`src/rtl/pll_adf4158.sv`:
```
// Power-up programmer for the ADF4158: shifts R7..R0 over the 3-wire bus once
// per reset, then parks the bus idle.
module pll_adf4158 #(
  parameter logic [31:0] R0_VAL      = 32'h0000_0000,
  parameter logic [31:0] R1_VAL      = 32'h0000_0001,
  parameter logic [31:0] R2_VAL      = 32'h0000_0002,
  parameter logic [31:0] R3_VAL      = 32'h0000_0003,
  parameter logic [31:0] R4_VAL      = 32'h0000_0004,
  parameter logic [31:0] R5_VAL      = 32'h0000_0005,
  parameter logic [31:0] R6_VAL      = 32'h0000_0006,
  parameter logic [31:0] R7_VAL      = 32'h0000_0007,
  parameter int unsigned HALF_PERIOD = 2,
  parameter int unsigned START_DELAY = 16,
  parameter int unsigned LE_PULSE    = 2,
  parameter int unsigned GAP         = 4
) (
  input  logic clk,
  input  logic reset_n,
  output logic writeData,
  output logic loadEnable,
  output logic pll_clk
);

  typedef enum logic [2:0] {
    ST_WAIT,
    ST_SHIFT,
    ST_SETTLE,
    ST_LATCH,
    ST_GAP,
    ST_DONE
  } state_t;

  state_t      state_q, state_d;
  logic [7:0]  cnt_q, cnt_d;
  logic        phase_hi_q, phase_hi_d;
  logic [4:0]  bit_q, bit_d;
  logic [2:0]  word_q, word_d;
  logic        wd_q, wd_d;
  logic        le_q, le_d;
  logic        sclk_q, sclk_d;
  logic [31:0] cur_word, next_word;

  // Word index 0 is R7; the low three bits always carry the register address.
  function automatic logic [31:0] word_for(input logic [2:0] idx);
    logic [31:0] base;
    case (idx)
      3'd0: base = R7_VAL;
      3'd1: base = R6_VAL;
      3'd2: base = R5_VAL;
      3'd3: base = R4_VAL;
      3'd4: base = R3_VAL;
      3'd5: base = R2_VAL;
      3'd6: base = R1_VAL;
      3'd7: base = R0_VAL;
    endcase
    return {base[31:3], ~idx};
  endfunction

  // True on the last cycle of a span lasting len cycles (len of 0 acts as 1).
  function automatic logic span_end(input logic [7:0] c, input int unsigned len);
    return (32'(c) + 32'd1) >= len;
  endfunction

  assign cur_word  = word_for(word_q);
  assign next_word = word_for(word_q + 3'd1);

  always_comb begin
    state_d    = state_q;
    cnt_d      = cnt_q + 8'd1;
    phase_hi_d = phase_hi_q;
    bit_d      = bit_q;
    word_d     = word_q;
    wd_d       = wd_q;
    le_d       = le_q;
    sclk_d     = sclk_q;
    case (state_q)
      ST_WAIT: begin
        if (span_end(cnt_q, START_DELAY)) begin
          state_d    = ST_SHIFT;
          cnt_d      = '0;
          phase_hi_d = 1'b0;
          bit_d      = 5'd31;
          wd_d       = cur_word[31];
          sclk_d     = 1'b0;
        end
      end
      ST_SHIFT: begin
        if (span_end(cnt_q, HALF_PERIOD)) begin
          cnt_d = '0;
          if (!phase_hi_q) begin
            phase_hi_d = 1'b1;
            sclk_d     = 1'b1;
          end else if (bit_q == 5'd0) begin
            state_d    = ST_SETTLE;
            phase_hi_d = 1'b0;
            sclk_d     = 1'b0;
          end else begin
            // New bit is presented together with the falling edge.
            phase_hi_d = 1'b0;
            sclk_d     = 1'b0;
            bit_d      = bit_q - 5'd1;
            wd_d       = cur_word[bit_q - 5'd1];
          end
        end
      end
      ST_SETTLE: begin
        if (span_end(cnt_q, HALF_PERIOD)) begin
          state_d = ST_LATCH;
          cnt_d   = '0;
          le_d    = 1'b1;
          wd_d    = 1'b0;
        end
      end
      ST_LATCH: begin
        if (span_end(cnt_q, LE_PULSE)) begin
          state_d = ST_GAP;
          cnt_d   = '0;
          le_d    = 1'b0;
        end
      end
      ST_GAP: begin
        if (span_end(cnt_q, GAP)) begin
          cnt_d = '0;
          if (word_q == 3'd7) begin
            state_d = ST_DONE;
          end else begin
            state_d    = ST_SHIFT;
            word_d     = word_q + 3'd1;
            bit_d      = 5'd31;
            phase_hi_d = 1'b0;
            wd_d       = next_word[31];
          end
        end
      end
      ST_DONE: begin
        cnt_d  = cnt_q;
        wd_d   = 1'b0;
        le_d   = 1'b0;
        sclk_d = 1'b0;
      end
      default: state_d = ST_DONE;
    endcase
  end

  always_ff @(posedge clk or negedge reset_n) begin
    if (!reset_n) begin
      state_q    <= ST_WAIT;
      cnt_q      <= '0;
      phase_hi_q <= 1'b0;
      bit_q      <= '0;
      word_q     <= '0;
      wd_q       <= 1'b0;
      le_q       <= 1'b0;
      sclk_q     <= 1'b0;
    end else begin
      state_q    <= state_d;
      cnt_q      <= cnt_d;
      phase_hi_q <= phase_hi_d;
      bit_q      <= bit_d;
      word_q     <= word_d;
      wd_q       <= wd_d;
      le_q       <= le_d;
      sclk_q     <= sclk_d;
    end
  end

  assign writeData  = wd_q;
  assign loadEnable = le_q;
  assign pll_clk    = sclk_q;

endmodule

```
`config.mk`:
```
export PLATFORM = sky130hd
export DESIGN_NAME = pll_adf4158
export DESIGN_NICKNAME = d
export VERILOG_FILES = /design/src/rtl/pll_adf4158.sv
export SDC_FILE = /design/constraint.sdc
export NUM_CORES = 1
export LEC_CHECK = 0
export CAP_MARGIN = 25
export CORE_MARGIN = 10
export CORE_UTILIZATION = 45
export CTS_BUF_LIST = sky130_fd_sc_hd__clkbuf_8
export CTS_CLUSTER_DIAMETER = 30
export DETAILED_ROUTE_END_ITERATION = 10
export PLACE_DENSITY_LB_ADDON = 0.1
export SYNTH_ARGS = -nofsm -noshare
export SYNTH_HDL_FRONTEND = slang
export SYNTH_SLANG_ARGS = --single-unit
```
`constraint.sdc`:
```
create_clock -name clk -period 3.1 [get_ports clk]
set_input_delay 0.31 -clock clk [delete_from_list [all_inputs] [get_ports clk]]
set_output_delay 0.31 -clock clk [all_outputs]
set_load 0.05 [all_outputs]
```
### Word level (Yosys, flattened, before mapping)

Cells that the tools add are included.
W data, S select, Z words.

* equality and inequality tests: 15
* add/subtract/negate cells: 4
* magnitude comparators: 4
* reduce and logical (&&, ||, !) cells: 14
* mux-type cells: 39
* bitwise operators: 3

Operators by type and width (number)
* $ge A32 B2 Y1 const B: 1
* $ge A32 B5 Y1 const B: 1
* $pmux W8 S4: 1
* $mux W5: 6
* $mux W3: 8
* $mux W8: 3
* $ne A2 B2 Y1 const B: 9
* $pmux W3 S6: 1
* $reduce_and A8 Y1: 2
* $pmux W5 S3: 1
* $mux W1: 14
* $add A8 B1 Y9 const B: 1
* $eq A3 B3 Y1 const B: 3
* $ge A9 B3 Y1 const B: 1
* $pmux W1 S3: 3
* $reduce_and A3 Y1: 3
* $reduce_bool A3 Y1: 3
* $add A8 B1 Y8 const B: 1
* $reduce_and A7 Y1: 1
* $eq A3 B2 Y1 const B: 2
* $lt A5 B6 Y1 const B: 1
* $bmux W1 S5: 1
* $logic_not A5 Y1: 1
* $pmux W1 S5: 1
* 9 further kinds: 10

* register bits after elaboration: 23
* output and inout bits: 3
* input bits: 2

### Depth between registers and ports, before layout

Gate-level depths: netlist (run 1).

* depth after elaboration: 7
* depth in mapped cells: 8

### Worst setup path before layout (run 1)

Ideal clock, no wire load.

* path type: flip-flop to flip-flop
* start point: reg cnt_q[0]
* end point: reg bit_q[1]
* required time: 2.972 ns
* stages on the path, launching flop included: 8
* path buffers: 0
* setup slack: 0.953 ns
* data arrival time: 2.019 ns
* library setup time: 0.128 ns
* cells stage by stage: dfrtp_1 ha_1 and3_2 xor2_1 o211a_1 o31a_1 o211ai_2 mux2_1

* longest elaborated chain between the ends: 4
* elaborated cells on any way between the ends: 8
* classes of those cells: 1 x add/sub; 3 x order compare; 3 x eq/ne; 1 x reduce/logical

Ends and longest elaborated chain
* from (decl): RTL line 34 `logic [7:0] cnt_q, cnt_d;`
* from (signal assigned): RTL line 157 `cnt_q <= cnt_d;`
* $add A8 B1 Y9 *: RTL line 61 `return (32'(c) + 32'd1) >= len;`
* $ge A32 B2 Y1, or another cell as far along: RTL line 61
* $ne A2 B2 Y1 (no source line)
* $reduce_and A7 Y1 (no source line) *
* to (signal assigned): RTL line 159 `bit_q <= bit_d;`
* to (decl): RTL line 36 `logic [4:0] bit_q, bit_d;`

Mark *: on every way between the ends. The rest lies on a longest branch, timed or not.
A chain may end at the register's enable or synchronous reset.

### Final worst setup path (run 1)

* start point: reg cnt_q[0]
* end point: reg wd_q (netlist: writeData)

* longest elaborated chain between the ends: 4
* elaborated cells on any way between the ends: 9
* classes of those cells: 1 x add/sub; 3 x order compare; 4 x eq/ne; 1 x reduce/logical

Ends and longest elaborated chain
* $add A8 B1 Y9 *: RTL line 61
* $ge A32 B2 Y1, or another cell as far along: RTL line 61
* $ne A2 B2 Y1 (no source line)
* $reduce_and A8 Y1 (no source line) *
* to (signal assigned): RTL line 161 `wd_q <= wd_d;`
* to (decl): RTL line 38 `logic wd_q, wd_d;`

Marked as above.

==> summary.txt, run 1 <==
status: finished clean
CTS max path bufs: 2
Worst-Margin Slew: 720.7 ps
top-count cell post-synth: dfrtp_1
flops & latches, synth: 23
Antenna Diode Count: 0
net count reported at finish: 187
Setup CP Type: reg2reg
Die Span Y: 78.62 µm
largest area contributor in the netlist: dfrtp_1
# placed instances: 219
Crit Reg-Reg Endpoint: writeData$_DFFE_PN0P_
layout cells sized above 1: 11.24%
initial antenna violation count: 0
fmax: 0.3929 GHz
critical path data required time: 3260 ps
slew margin rel.: 51.59%
vias per inst: 5.549
drc violations: 0
Buffers on Ports: 4
first-pass iteration count of the detailed router: 4
H-tree levels: 1
maximum VDD drop: 0.2101 mV
CTS tree: done
Gate Count Post-Synth: 172
Synth top area share: 37.22%
Compound-Gate Fraction of Synth Area: 21.36%
initial core utilization: 46.34%
flop-to-flop setup slack: 560 ps
gr ovfl total: 0
CTS Hold Bufs: 0
number of synthesized flops with an enable pin: 0
CP Max Fanout: 9
fin crit period: 2545 ps
Fin Hold WS: 233.2 ps
Final ANT Viol Nets: 0
total number of vias: 1243
xor-xnor portion of the synthesized cell area: 5.097%
part of the cycle the worst path needs: 82.09%
global placement routability congestion: 0.8534
Async SR Flop Fraction: 100.0%
Worst-path clk slew: 90 ps
Seq/Total Area, Yosys: 37.22%
io pins: 5
CTS Buf Count: 3
launch point of the worst reg-to-reg path: cnt_q[0]$_DFFE_PN0N_
skew final: 7.992 ps
Iteration-0 DRC Markers: 109
first-pass GRT wire length: 5651 µm
MaxCap Viol Count: 0
final setup fails: 0
Post-synth top cells: 23 x dfrtp_1, 20 x nor2_1, 17 x nand2_1
clk sinks: 23
Ys Warns: 0
largest family of logic cells by synthesized area: simple AND/OR/NAND/NOR gates
Post-synth top flop: dfrtp_1
crit end category: register
Die ar.: 6181 µm²
Pwr per Cell Area: 292.8 nW/µm²
post-synth cell types: 46
Hold Crit Class: in2async
WL/cell: 14.34 µm
mux share of post-synthesis cell area: 5.744%
Final Util: 51.37%
fin cells: 224
Setup TNS Final: 0 ps
# fillers: 314
postcts setup bufs: 0
GRT Total Usage: 10.99%
clk root buf: clkbuf_8
Clock Latency Late Sink: 270 ps
Post-Syn Area: 1546 µm²
total core area: 3337 µm²
num rows: 21
Avg Inst Size Synth: 8.991 µm²
Chip Width: 78.62 µm
vias in the first global route: 1186
Synth Area in Adders: 4.854%
Leak: 0.7347 nW
Hold Violations, Final: 0
post-cts sizing count: 0
Startpoint Class: register
Area growth syn-to-layout: 10.84%
detailed placement HPWL: 2338 µm
Routed WL: 3213 µm
Synth Area in Simple Gates: 22.09%
RSZ-0062 raised after global routing: false
R2R depth: 6
largest cells by area after synthesis: dfrtp_1 37%, ha_1 4.9%, nor2_1 4.9%
Slew Viols, Final: 0
largest net degree at the start of global routing: 24
Critical Path AT: 2710 ps
Post-Syn Nets: 180
-- through the flow --
| stage | area, µm² | setup WS, ps | power [mW] |
|---|---|---|---|
| finish | 1714 | 555.1 | 0.5019 |
| global route | 1714 | 352.9 | 0.5265 |
| CTS | 1689 | 601.5 | 0.5087 |
| detailed placement | 1640 | 628.0 | 0.3133 |
| global placement | 1640 | 611.1 | 0.3129 |
| floorplan | 1546 | 953.0 | 0.3058 |
-- cells by family (layout without fill, tap and decap cells) --
kind of cell / count (synthesis) / in the layout
XOR/XNOR: 9 / 9
AO/OA/AOI/OAI: 43 / 43
flip-flops: 23 / 23
AND/OR/NAND/NOR: 68 / 68
buffers and inverters: 15 / 21
adder cells (fa/ha/maj): 6 / 6
multiplexers: 8 / 8
-- where the power goes --
group | internal (mW) | leakage [nW] | switching, mW
clock | 0.0911 | 0.0217 | 0.101
combinational | 0.00405 | 0.421 | 0.00617
sequential | 0.300 | 0.292 | 0
total | 0.395 | 0.735 | 0.107
-- cells in the final DEF (no fill, tap or decap), types with 5 or more instances in the layout --
cell type and instances:
dfrtp_1 23, nor2_1 20, nand2_1 17, a21oi_1 12
inv_1 10, o21ai_0 8, nand3_1 7, ha_1 6
xnor2_1 5
-- registers in the layout, summed over array words and instances, names as in the netlist --
register,flops
word_q,3
state_q,3
writeData,1
pll_clk,1
bit_q,5
cnt_q,8
loadEnable,1
phase_hi_q,1
-- per-layer routing --
layer	vias to the layer above	GRT usage, %	share of wire [%]
li1	635	-	-
met1	575	15.16	51
met2	29	16.37	43
met3	4	3.531	5.6
met4	0	2.151	0.72
met5	-	0	0
-- worst max-delay path by stage --
stage / from / end / slack, ps / cells past startpoint
final: cnt_q[0]$_DFFE_PN0N_ / writeData$_DFFE_PN0P_ / 560 / 6
after global routing: cnt_q[0]$_DFFE_PN0N_ / writeData$_DFFE_PN0P_ / 350 / 6
after CTS: cnt_q[0]$_DFFE_PN0N_ / writeData$_DFFE_PN0P_ / 600 / 6
after detailed placement: cnt_q[0]$_DFFE_PN0N_ / writeData$_DFFE_PN0P_ / 630 / 6
after global placement: cnt_q[0]$_DFFE_PN0N_ / writeData$_DFFE_PN0P_ / 610 / 6
after floorplan: cnt_q[0]$_DFFE_PN0N_ / bit_q[1]$_DFFE_PN0P_ / 950 / 7
-- cell type report --
cell class | instances | area, µm² | area share (%)
timing repair buffer | 7 | 80.08 | 4.672
clock inverter | 1 | 7.507 | 0.4380
clock buffer | 3 | 41.29 | 2.409
multi-input combinational | 134 | 914.6 | 53.36
inverter | 10 | 37.54 | 2.190
tap | 46 | 57.56 | 3.358
sequential | 23 | 575.6 | 33.58
-- worst max-delay path, stage by stage, from the launching register on --
cell and delay, ps:
dfrtp_1 480, ha_1 270, nor3_1 570, o2111ai_1 430, a21oi_1 310, a211oi_2 60, mux2_4 310
Power figures use the tool's default switching activity.
==> inputs of run 2 (changes only) <==
==> constraint.sdc (replaced) <==
create_clock -name clk -period 2.2 [get_ports clk]
set_input_delay 0.22 -clock clk [delete_from_list [all_inputs] [get_ports clk]]
set_output_delay 0.22 -clock clk [all_outputs]
set_load 0.05 [all_outputs]
==> summary.txt, run 2 (synthesis gave the netlist of run 1 again) <==
CTS tree: done
Setup CP Type: reg2reg
Iteration-0 DRC Markers: 104 (-4.6%)
drc violations: 0 (unchanged)
max reg flops: 8 (unchanged)
skew final: 4.525 ps (-3.467 ps)
vias in the first global route: 1232 (+3.9%)
CTS max path bufs: 2 (unchanged)
Slew Viols, Final: 0 (unchanged)
CTS Buf Count: 3 (unchanged)
Buffers on Ports: 4 (unchanged)
MaxCap Viol Count: 0 (unchanged)
H-tree levels: 1 (unchanged)
total core area: 3337 µm² (unchanged)
io pins: 5 (unchanged)
Area growth syn-to-layout: 18.04%
Clock Latency Late Sink: 270 ps (about the same)
total number of vias: 1296 (+4.3%)
Die ar.: 6181 µm² (unchanged)
Hold Violations, Final: 0 (unchanged)
CP Max Fanout: 6 (-3)
Worst-Margin Slew: 526.9 ps (-193.8 ps)
Worst path max stage delay: 360 ps (-210 ps)
net count reported at finish: 199 (+6.4%)
Critical Path AT: 2260 ps (-450 ps)
first-pass GRT wire length: 5727 µm (+1.3%)
Leak: 0.7853 nW (+6.9%)
top flop regs: cnt_q x8, bit_q x5
num rows: 21 (unchanged)
clk sinks: 23 (unchanged)
fmax: 0.4752 GHz (+21%)
Startpoint Class: register
Reg with most FFs: cnt_q
gr ovfl total: 0 (unchanged)
Setup TNS Final: 0 ps (unchanged)
fin crit period: 2105 ps (-440.3 ps)
global placement routability congestion: 0.8527 (about the same)
initial core utilization: 46.34% (unchanged)
WL/cell: 14.04 µm (-2.1%)
part of the cycle the worst path needs: 95.66% (+14 points)
Antenna Diode Count: 0 (unchanged)
largest net degree at the start of global routing: 24 (unchanged)
Final ANT Viol Nets: 0 (unchanged)
first-pass iteration count of the detailed router: 4 (unchanged)
layout cells sized above 1: 18.95% (+7.7 points)
CP max stage cell: dfrtp_1
most common cell after layout, fill and taps aside: dfrtp_1
most frequent cells in the layout: 23 x dfrtp_1, 20 x nor2_1, 16 x nand2_1, 15 x buf_4, 12 x a21oi_1
Die Span Y: 78.62 µm (unchanged)
slew margin rel.: 64.60% (+13 points)
R2R depth: 7 (+1)
final setup fails: 0 (unchanged)
Pwr per Cell Area: 379.5 nW/µm² (+30%)
status: finished clean
Hold Crit Class: in2async
initial antenna violation count: 0 (unchanged)
Worst-path clk slew: 80 ps (about the same)
critical path data required time: 2360 ps (-900 ps)
# fillers: 316 (+0.64%)
CP cell instances: ha_2 -> and3_4 -> mux2i_4 -> nand2_2 -> o2111ai_1 -> buf_4 -> mux2_2
maximum VDD drop: 0.2666 mV (+27%)
vias per inst: 5.492 (-1.0%)
GRT Total Usage: 11.14% (+0.15 points)
fin cells: 236 (+5.4%)
# placed instances: 230 (+5.0%)
detailed placement HPWL: 2489 µm (+6.5%)
clk root buf: clkbuf_8
Chip Width: 78.62 µm (unchanged)
Routed WL: 3314 µm (+3.1%)
crit end category: register
==> run 2: metrics by stage <==
stage               area (µm²)  utilization [%]  power (mW)  hold slack [ps]  setup WS [ps]
floorplan                 1546                -      0.4309           -75.59          53.01
global placement          1723            51.63      0.4423            486.9          85.48
detailed placement        1723            51.63      0.4423            494.6          18.58
CTS                       1768            52.98      0.7057            300.2          33.77
global route              1826            54.71      0.7222            331.5         -5.185
finish                    1826            54.71      0.6929            299.0          95.43
==> run 2: critical path: cells and delay by family, from the launching register on <==
kind | cells | cell delay (ps)
flops | 1 | 360
compound gates | 1 | 270
mux | 2 | 590
fa+ha+maj | 1 | 210
buf+inv | 1 | 170
simple gates | 2 | 380
==> run 2: final timing paths <==
path / end / startpoint / slack, ps
max reg2reg: word_q[2]$_DFFE_PN0P_ / cnt_q[0]$_DFFE_PN0N_ / 100
max in group asynchronous: state_q[0]$_DFFE_PN0P_ / reset_n / 1670
min in group clk: pll_clk$_DFFE_PN0P_ / pll_clk$_DFFE_PN0P_ / 510
max: word_q[2]$_DFFE_PN0P_ / cnt_q[0]$_DFFE_PN0N_ / 100
min: cnt_q[2]$_DFFE_PN0N_ / reset_n / 300
min reg2reg: pll_clk$_DFFE_PN0P_ / pll_clk$_DFFE_PN0P_ / 510
==> run 2: layout make-up <==
class | instances | area (µm²) | area share [%]
multi-input cells | 134 | 957.2 | 52.43
clock buffers | 3 | 41.29 | 2.262
inverters | 10 | 37.54 | 2.056
flip-flops and latches | 23 | 575.6 | 31.53
clock inverters | 1 | 3.754 | 0.2056
well taps | 46 | 57.56 | 3.153
repair buffers | 19 | 152.6 | 8.362
==> run 2: what timing repair did <==
item                                    CTS  global route
pin swaps                                 0             3
gates cloned                              0             0
endpoints found under the setup margin    1             7
hold buffers                              0             0
gates resized for setup                   1             8
hold endpoints to repair                  0             0
buffers inserted                          0             2
==> run 2: report_power, final <==
group	internal, mW	switching, mW
registers	0.422	0
clock network	0.125	0.135
logic	0.00271	0.00825
total	0.550	0.143
==> run 2: routing by layer <==
| metal | routed length, µm | global-route usage [%] | vias to the layer above |
|---|---|---|---|
| met4 | 37 | 3.226 | 0 |
| li1 | - | - | 659 |
| met2 | 1400 | 16.37 | 28 |
| met5 | 0 | 0 | - |
| met3 | 140 | 2.050 | 4 |
| met1 | 1736 | 16.07 | 605 |
==> inputs of run 3 (changes only) <==
--- a/config.mk
+++ b/config.mk
@@ -11,6 +11,7 @@
 export CTS_BUF_LIST = sky130_fd_sc_hd__clkbuf_8
 export CTS_CLUSTER_DIAMETER = 30
 export DETAILED_ROUTE_END_ITERATION = 10
+export DONT_BUFFER_PORTS = 1
 export PLACE_DENSITY_LB_ADDON = 0.1
 export SYNTH_ARGS = -nofsm -noshare
 export SYNTH_HDL_FRONTEND = slang
==> constraint.sdc (replaced) <==
create_clock -name clk -period 2.2 [get_ports clk]
set_input_delay 0.22 -clock clk [delete_from_list [all_inputs] [get_ports clk]]
set_output_delay 0.22 -clock clk [all_outputs]
set_load 0.01 [all_outputs]
==> summary.txt, run 3 (synthesis gave the netlist of run 1 again) <==
status: finished clean
max reg flops: 8 (unchanged)
Clock power frac: 39.0% (+1.5 points)
maximum VDD drop: 0.2756 mV (+3.4%)
Antenna Diode Count: 0 (unchanged)
vias in the first global route: 1299 (+5.4%)
Crit Reg-Reg Endpoint: bit_q[1]$_DFFE_PN0P_
Slew Viols, Final: 0 (unchanged)
Die ar.: 6181 µm² (unchanged)
Startpoint Class: register
# fillers: 304 (-3.8%)
switching part of the total: 22.12% (+1.5 points)
WL/cell: 14.88 µm (+6.0%)
Area growth syn-to-layout: 18.77%
total core area: 3337 µm² (unchanged)
Leak: 0.7965 nW (+1.4%)
top flop regs: cnt_q x8, bit_q x5
Final Util: 55.04% (+0.34 points)
io pins: 5 (unchanged)
CP Max Fanout: 7 (+1)
CTS tree: done
Flop pwr share: 59.3% (-1.6 points)
critical path data required time: 2370 ps (about the same)
Buffers on Ports: 0 (-4)
largest net degree at the start of global routing: 24 (unchanged)
Worst-path clk slew: 90 ps (about the same)
CTS Buf Count: 3 (unchanged)
clk sinks: 23 (unchanged)
Critical Path AT: 2310 ps (+50 ps)
Hold Crit Class: in2async
first-pass iteration count of the detailed router: 4 (unchanged)
CP cell instances: buf_6 -> and3b_2 -> nor3_4 -> buf_4 -> o211a_1 -> o31a_1 -> o211ai_2 -> mux2_1
most frequent cells in the layout: 22 x dfrtp_1, 20 x nor2_1, 16 x nand2_1, 14 x buf_4, 12 x a21oi_1
Final ANT Viol Nets: 0 (unchanged)
most common cell after layout, fill and taps aside: dfrtp_1
num rows: 21 (unchanged)
post-route setup slack: 55.12 ps (-40.31 ps)
CP Capture Point: bit_q[1]$_DFFE_PN0P_
Hold Violations, Final: 0 (unchanged)
flop-to-flop setup slack: 60 ps (-40 ps)
RSZ-0062 raised after global routing: true
final setup fails: 0 (unchanged)
Clock Latency Late Sink: 280 ps (about the same)
layout cells sized above 1: 21.58% (+2.6 points)
initial core utilization: 46.34% (unchanged)
clk root buf: clkbuf_8
Setup TNS Final: 0 ps (unchanged)
launch point of the worst reg-to-reg path: cnt_q[0]$_DFFE_PN0N_
CTS max path bufs: 2 (unchanged)
net count reported at finish: 199 (unchanged)
Die Span Y: 78.62 µm (unchanged)
GRT Total Usage: 11.68% (+0.53 points)
CP max stage cell: dfrtp_1
Place WS: -3.477 ps (-22.05 ps)
switching power: 0.1575 mW (+10%)
Worst path max stage delay: 430 ps (+70 ps)
Logic pwr share: 1.7% (about the same)
Iteration-0 DRC Markers: 108 (+3.8%)
Power, Total: 0.7121 mW (+2.8%)
global placement routability congestion: 0.8522 (about the same)
first-pass GRT wire length: 6003 µm (+4.8%)
total number of vias: 1327 (+2.4%)
Routed WL: 3512 µm (+6.0%)
worst setup path startpoint: cnt_q[0]$_DFFE_PN0N_
MaxCap Viol Count: 0 (unchanged)
gr ovfl total: 0 (unchanged)
part of the cycle the worst path needs: 97.49% (+1.8 points)
Setup CP Type: reg2reg
crit end category: register
fmax: 0.4662 GHz (-1.9%)
drc violations: 0 (unchanged)
slew margin rel.: 72.48% (+7.9 points)
H-tree levels: 1 (unchanged)
detailed placement HPWL: 2517 µm (+1.2%)
R2R depth: 8 (+1)
Reg with most FFs: cnt_q
Chip Width: 78.62 µm (unchanged)
Internal Power: 0.5546 mW (+0.87%)
Worst-Margin Slew: 409.1 ps (-117.8 ps)
initial antenna violation count: 0 (unchanged)
fin crit period: 2145 ps (+40.31 ps)
skew final: 7.621 ps (+3.096 ps)
Pwr per Cell Area: 387.7 nW/µm² (+2.1%)
vias per inst: 5.623 (+2.4%)
[run 3: cell types whose count changed in the layout (fill, tap and decap cells not counted), sizes merged]
cell | previous run | this run
inv | 11 | 10
clkinvlp | 0 | 1
clkdlybuf4s50 | 4 | 0
dlygate4sd3 | 0 | 1
buf | 15 | 18
[run 3: worst min-delay path by stage]
stage / from / end / slack (ps) / depth (start not counted)
4_1_cts: word_q[0]$_DFFE_PN0P_ / word_q[0]$_DFFE_PN0P_ / 530 / 1
6_report: reset_n / cnt_q[3]$_DFFE_PN0N_ / 260 / 1
3_5_place_dp: reset_n / cnt_q[3]$_DFFE_PN0N_ / -70 / 0
3_3_place_gp: reset_n / cnt_q[3]$_DFFE_PN0N_ / -70 / 0
5_1_grt: reset_n / cnt_q[3]$_DFFE_PN0N_ / 270 / 1
2_1_floorplan: reset_n / bit_q[0]$_DFFE_PN0P_ / -80 / 0
[run 3: power groups by stage]
stage	registers, mW	clock network (mW)	logic [mW]
after floorplan	0.431	0	0.000000392
after global placement	0.431	0	0.000000443
after global routing	0.422	0.308	0.0144
after detailed placement	0.431	0	0.000000443
after CTS	0.422	0.295	0.00998
final	0.422	0.278	0.0121
[run 3: timing repair]
item | 4_1_cts | 5_1_grt
hold buffers | 1 | 0
endpoints found under the hold margin | 23 | 0
endpoints found under the setup margin | 2 | 10
buffers inserted | 0 | 5
gates resized for setup | 2 | 11
pin swaps | 0 | 5
[run 3: cell type report]
class	instances	area (µm²)	share of cell area (%)
inverter	10	37.54	2.044
clock inverter	1	7.507	0.4087
multi-input combinational	134	952.2	51.84
clock buffer	3	41.29	2.248
sequential	23	576.8	31.40
timing repair buffer	19	163.9	8.924
tap	46	57.56	3.134
[run 3: layer usage]
metal | share of wire (%) | global-route usage (%) | vias to the layer above | routed length [µm]
met5 | 0 | 0 | - | 0
met4 | 1.3 | 2.509 | 0 | 44
met3 | 4.7 | 3.531 | 6 | 166
met2 | 45 | 17.76 | 24 | 1583
met1 | 49 | 15.85 | 643 | 1718
li1 | - | - | 654 | -
[run 3: metrics by stage]
stage,std cells,hold slack [ps],area [µm²]
4_1_cts,230,528.8,1737
3_5_place_dp,225,-74.53,1675
5_1_grt,236,268.4,1837
6_report,236,257.1,1837
2_1_floorplan,172,-75.59,1546
3_3_place_gp,225,-74.71,1675
[run 3: critical path: cells and delay by family (launching register included)]
kind                   cells  cell delay (ps)
AOI/OAI and AO/OA          3              710
DFF                        1              430
muxes                      1              340
buffers and inverters      2              300
and+or+nand+nor            2              270
